$ cat src/rtl/pc_gen.sv
// pc_gen -- fetch-stage program-counter generator.
//
// Holds the architectural fetch PC and advances it under a valid/ready
// handshake with instruction memory. Trap and branch/jump redirects are
// applied with fixed priority (trap > redirect > halt > stall > accept);
// misaligned redirect targets are rejected and reported.
//
// Optional feature macro: PC_COMPRESSED_EN
//   defined   -> compressed_in port exists, increment 2 or 4, 2-byte alignment
//   undefined -> increment always 4, 4-byte alignment
//
// Ports:
//   clk                 in   clock, rising edge
//   rst                 in   asynchronous active-high reset
//   fetch_ready_in      in   instruction memory accepts pc_out this cycle
//   stall_in            in   hazard unit holds the PC
//   halt_in             in   stop fetching
//   redirect_in         in   branch/jump taken
//   redirect_target_in  in   branch/jump target (XLEN)
//   trap_in             in   exception/interrupt redirect
//   trap_vector_in      in   trap handler address (XLEN)
//   compressed_in       in   current instruction is 16-bit (PC_COMPRESSED_EN only)
//   pc_out              out  current fetch PC (XLEN)
//   pc_plus_out         out  pc_out + increment, combinational (XLEN)
//   fetch_valid_out     out  pc_out is a valid fetch request
//   misaligned_out      out  one-cycle pulse per rejected redirect target
//   badaddr_out         out  last rejected target (XLEN)
//   fetch_count_out     out  number of accepted fetches, wraps (CNT_W)
module pc_gen #(
    parameter int                XLEN         = 32,
    parameter logic [XLEN-1:0]   RESET_VECTOR = {XLEN{1'b0}},
    parameter int                CNT_W        = 32
) (
    input  logic             clk,
    input  logic             rst,
    input  logic             fetch_ready_in,
    input  logic             stall_in,
    input  logic             halt_in,
    input  logic             redirect_in,
    input  logic [XLEN-1:0]  redirect_target_in,
    input  logic             trap_in,
    input  logic [XLEN-1:0]  trap_vector_in,
`ifdef PC_COMPRESSED_EN
    input  logic             compressed_in,
`endif
    output logic [XLEN-1:0]  pc_out,
    output logic [XLEN-1:0]  pc_plus_out,
    output logic             fetch_valid_out,
    output logic             misaligned_out,
    output logic [XLEN-1:0]  badaddr_out,
    output logic [CNT_W-1:0] fetch_count_out
);

    // Low address bits that must be zero for a legal fetch target.
`ifdef PC_COMPRESSED_EN
    localparam logic [XLEN-1:0] ALIGN_MASK = XLEN'(1);
`else
    localparam logic [XLEN-1:0] ALIGN_MASK = XLEN'(3);
`endif

    typedef enum logic [1:0] {
        ST_BOOT,
        ST_RUN,
        ST_HALT
    } state_t;

    state_t            state_q, state_d;
    logic [XLEN-1:0]   pc_q, pc_d;
    logic [XLEN-1:0]   badaddr_q, badaddr_d;
    logic              misaligned_q, misaligned_d;
    logic [CNT_W-1:0]  count_q, count_d;
    logic [XLEN-1:0]   inc;
    logic              target_misaligned;

`ifdef PC_COMPRESSED_EN
    assign inc = compressed_in ? XLEN'(2) : XLEN'(4);
`else
    assign inc = XLEN'(4);
`endif

    assign target_misaligned = (redirect_target_in & ALIGN_MASK) != '0;

    always_ff @(posedge clk or posedge rst) begin
        if (rst) begin
            state_q      <= ST_BOOT;
            pc_q         <= RESET_VECTOR;
            badaddr_q    <= '0;
            misaligned_q <= 1'b0;
            count_q      <= '0;
        end else begin
            state_q      <= state_d;
            pc_q         <= pc_d;
            badaddr_q    <= badaddr_d;
            misaligned_q <= misaligned_d;
            count_q      <= count_d;
        end
    end

    always_comb begin
        state_d      = state_q;
        pc_d         = pc_q;
        badaddr_d    = badaddr_q;
        misaligned_d = 1'b0;
        count_d      = count_q;

        unique case (state_q)
            // One idle cycle after reset before the first fetch request;
            // redirects and traps are ignored here.
            ST_BOOT: state_d = ST_RUN;

            ST_RUN, ST_HALT: begin
                if (trap_in) begin
                    // Trap vectors are trusted: low bits are simply cleared.
                    pc_d    = trap_vector_in & ~ALIGN_MASK;
                    state_d = ST_RUN;
                end else if (redirect_in) begin
                    if (target_misaligned) begin
                        // Rejected: PC and state stay put, report the target.
                        misaligned_d = 1'b1;
                        badaddr_d    = redirect_target_in;
                    end else begin
                        pc_d    = redirect_target_in;
                        state_d = ST_RUN;
                    end
                end else if (state_q == ST_RUN) begin
                    if (halt_in) begin
                        state_d = ST_HALT;
                    end else if (!stall_in && fetch_ready_in) begin
                        pc_d    = pc_q + inc;
                        count_d = count_q + CNT_W'(1);
                    end
                end
            end

            default: state_d = ST_BOOT;
        endcase
    end

    assign pc_out          = pc_q;
    assign pc_plus_out     = pc_q + inc;
    assign fetch_valid_out = (state_q == ST_RUN);
    assign misaligned_out  = misaligned_q;
    assign badaddr_out     = badaddr_q;
    assign fetch_count_out = count_q;

endmodule

$ cat config.mk
export PLATFORM = sky130hd
export DESIGN_NAME = pc_gen
export DESIGN_NICKNAME = d
export VERILOG_FILES = /design/src/rtl/pc_gen.sv
export SDC_FILE = /design/constraint.sdc
export NUM_CORES = 1
export LEC_CHECK = 0
export ABC_AREA = 1
export BUFFER_PORTS_ARGS = -buffer_cell sky130_fd_sc_hd__clkbuf_2
export CORE_UTILIZATION = 51
export DETAILED_ROUTE_END_ITERATION = 12
export PLACE_DENSITY_LB_ADDON = 0.15
export RECOVER_POWER = 100
export SLEW_MARGIN = 20
export SYNTH_ARGS = -nofsm -noshare
export SYNTH_HDL_FRONTEND = slang
export SYNTH_SLANG_ARGS = --single-unit
$ cat constraint.sdc
create_clock -name clk -period 3.9 [get_ports clk]
set_input_delay 0.39 -clock clk [delete_from_list [all_inputs] [get_ports clk]]
set_output_delay 0.39 -clock clk [all_outputs]
set_load 0.02 [all_outputs]
Yosys cells after proc, flatten, opt, wreduce, memory -nomap -nowiden --
Index checks and enable logic that the tools add are counted.
Operators by class: $add $sub $neg 2, equality and inequality tests 7, multiplexer cells 16, bitwise logic cells 3, reductions and logical operators 11
Operators with widths (count):
- $mux 32 | 6
- $add 32x1->32 const B | 1
- $add 32x3->32 const B | 1
- $reduce_bool 32->1 | 1
- $ne 4x4->1 const B | 3
- $mux 2 | 5
- $reduce_and 6->1 | 1
- $reduce_bool 3->1 | 2
- $reduce_and 5->1 | 1
- $mux 1 | 4
- $pmux 2 s2 | 1
- $reduce_and 4->1 | 1
- $ne 3x1->1 const B | 1
- $ne 3x3->1 const B | 1
- $not 1->1 | 3
- $reduce_and 3->1 | 1
- $eq 2x1->1 const B | 1
- $eq 2x2->1 const B | 1
- $logic_not 2->1 | 1
- $reduce_or 2->1 | 1
- $logic_and 1x1->1 | 1
- $logic_not 1->1 | 1
Storage, ports and cells: register bits after elaboration 99, input bits 71, output and inout port bits 130, logic and storage cells 44

Logic depth before layout (Yosys ltp) --
word-level depth 7, gate-level depth with buffers 11, gate-level depth less buffers 11

Least setup slack after synthesis --
No wires, ideal clock.
path type reg2out, from reg pc_q[3], in the netlist pc_out[3], to out pc_plus_out[14], arrival time 1.561 ns, required time 3.510 ns, path slack 1.949 ns, cell stages (with the launch flop) 7, buffers on the path 0, cell sequence dfrtp_1 > ha_1 > nand2_2 > nor2_4 > nand2_4 > nor2_4 > xor2_1
On the way: word-level cells in the longest chain between the ends 1
RTL lines:
- from (decl) | RTL line 68 | logic [XLEN-1:0] pc_q, pc_d;
- from (signal assigned) | RTL line 92 | pc_q <= pc_d;
- $add 32x3->32 | RTL line 140 | assign pc_plus_out = pc_q + inc;
- to (decl) | RTL line 47 | output logic [XLEN-1:0] pc_plus_out,
No other way between the ends.

Final worst setup path --
from in trap_in, to reg pc_q[18], in the netlist pc_out[18]
On the way: word-level cells in the longest chain between the ends 2
RTL lines:
- from (decl) | RTL line 41 | input logic trap_in,
- $ne 3x3->1 (no line) (tied with other cells)
- $reduce_and 5->1 (no line)
Parallel ways exist; a longest one is shown, timed or not. A chain may end at the register's enable or synchronous reset.

==> results.ini <==
[status]
status=complete, but fails checks
violations=capacitance limit, slew limit

[clocking]
clkTransAtPathRegs_ns=0.07
postCtsSetupRepairBufs=0
post_cts_resized=0
clkSinkCount=99
clk_latency_ns=0.35
cts_tree=yes
postCtsHoldBufs=0
clockBufferDepth=2
root_buffer=clkbuf_16
htreeDepth=3
cts_buffers=9

[power]
ir_drop_v=0.000449
p_sw_mw=2.41
cellPowerDensity_nw_per_um2=703
switching_share=0.493
power_mw=4.88
total_leakage_power_nw=3.48
seq_power_share=0.358
clock_power_share=0.170
internal_power_mw=2.47
power.share.combinational=0.472

[synth]
ys_warn_count=0
synth_cell_types=35
synthCells=808
yosysSeqAreaShare=0.423
avgSynthCellArea_um2=7.25
syn_area_um2=5860
synth-edff-count=0
ys_ff_latch=99
synth_area_leaders=dfrtp_1 (42%), nand2_1 (17%), nor2_1 (7.0%)
synth.top_cell.area_share=0.423
synth-main-ff-cell=dfrtp_1
async_flop_share=1.00
syn-num-nets=885
yosysTopAreaCell=dfrtp_1

[placed_design]
place_hpwl_mm=11.6
dp_worst_setup_slack_ns=1.21
gp_congestion=0.872
placed_cells=1124
dpl_cell_area_um2=6930
io_buffers=198

[timing]
setup_ws_ns=0.959
worst_pin_slew_ns=1.56
fmax_ghz=0.340
setup_tns_ns=0
hold_violations=0
slew_viol_final=63
timing.final.crit_share=0.754
hold_slack_ns=0.288
setup_viol=0
rsz0062_at_grt=no
slew_headroom=-0.0375
clock_skew_ns=0.00604
fin_crit_ns=2.94

[hold_path]
hold_path_class=in -> reg
worstHoldStart=redirect_target_in[31]

[detailed_routing]
drc_errors=0
drt_iter0_drc=438
wire_per_inst_um=13.8
antenna_left=0
first_pass_iters=4
via_per_inst=4.96
drt_wl_total_mm=15.7
vias=5654

[finish]
area.sequential_um2=2480
nets=1072
drive_gt1_frac=0.114
area_growth_pct=18.4
nFillCells=1142
layout_commonest_cell=nand2_1
utilization=0.629
multiInputGateArea_um2=2840
fin_cells=1139
n_antenna_cell=0
post-route-cell-area_um2=6940
final_cell_mix=nand2_1 (265), clkbuf_1 (126), nor2_1 (121), dfrtp_1 (99), inv_1 (82)

[grt]
grt_pass1_vias=5245
grt_pass1_wl_mm=25.0
grt.total_usage=0.272
grt_overflow=0
antenna_found_initial=0
grt_max_degree=62

[critical_path]
cp-end-kind=flop
cp-start-kind=input port
reg2reg_from=state_q[1]$_DFFE_PP0P_
cp-startpoint=trap_in
criticalPathCategory=in -> reg
required_ns=4.17
cp_max_fo=36
arrival_ns=3.21

[die]
die_area_um2=11900
fp-row-count=38
coreArea_um2=11000
io_pins=201
die_w_um=109
die_h_um=109
initial_core_util=0.531

[flow_run]
drv_cap=3

-- logic make-up after synthesis --
group,count (synthesis),share of synthesized area
buffers and inverters,113,0.0771
flip-flops,99,0.423
XOR/XNOR,35,0.0574
AND/OR/NAND/NOR,454,0.338
AO/OA/AOI/OAI,101,0.0920
adder cells (fa/ha/maj),6,0.0128
-- metal layers --
metal	global-route usage	up-vias	part of all wire
li1	-	2889	-
met1	0.380	2596	0.47
met2	0.441	159	0.46
met3	0.0371	10	0.063
met4	0.0781	0	0.0087
met5	0	-	0
-- final cells by class --
type	instances	area share
Clock buffer	13	0.0361
Clock inverter	2	0.00180
Inverter	89	0.0483
Multi-Input combinational cell	596	0.409
Sequential cell	99	0.357
Tap cell	140	0.0252
Timing Repair Buffer	200	0.122
-- power by group through the flow --
stage	sequential [mW]	clock, mW	combinational, mW
final	1.75	0.829	2.31
after global routing	1.80	0.878	2.56
after CTS	1.74	0.834	2.47
after detailed placement	1.76	0	2.46
after global placement	1.75	0	2.43
after floorplan	2.10	0	1.28
-- sequential cells by signal, summed over array words and instances, names as in the netlist --
| name | flops |
|---|---|
| state_q | 2 |
| fetch_count_out | 32 |
| pc_out | 32 |
| misaligned_out | 1 |
| badaddr_out | 32 |
-- path summary, 6_finish.rpt --
| check | to | slack, ns | cells after the start |
|---|---|---|---|
| max in group asynchronous | pc_out[12]$_DFFE_PP0P_ | 1.53 | 3 |
| min reg2reg | badaddr_out[1]$_DFFE_PP0N_ | 0.47 | 2 |
| max reg2reg | pc_out[18]$_DFFE_PP0P_ | 1.31 | 10 |
| max | pc_out[18]$_DFFE_PP0P_ | 0.96 | 9 |
| min | badaddr_out[31]$_DFFE_PP0N_ | 0.29 | 3 |
| min in group asynchronous | fetch_count_out[1]$_DFFE_PP0P_ | 0.36 | 2 |
-- cell usage after synthesis (3+ instances only) --
cell      number
a22oi_1        4
inv_1         83
o21ai_0       64
clkbuf_1      12
nand2_2        8
and2_1         3
nand3b_1      15
inv_2          5
nor2_1       110
a21oi_1       25
dfrtp_1       99
nor3_1         7
nor2_4        11
ha_1           6
xnor2_1        6
nand2_1      262
nand4_1       11
buf_4          5
xor2_1        25
nor2_2         5
buf_2          6
nand3_1       17
xor2_2         4
-- critical path, stage by stage --
cell	delay, ns
clkbuf_1	1.08
inv_2	0.03
nand2_1	0.22
nand2_1	0.09
o21ai_0	0.11
nand2_2	0.45
inv_2	0.57
nor2_1	0.10
a21oi_1	0.14
(Power assumes the default switching activity.)
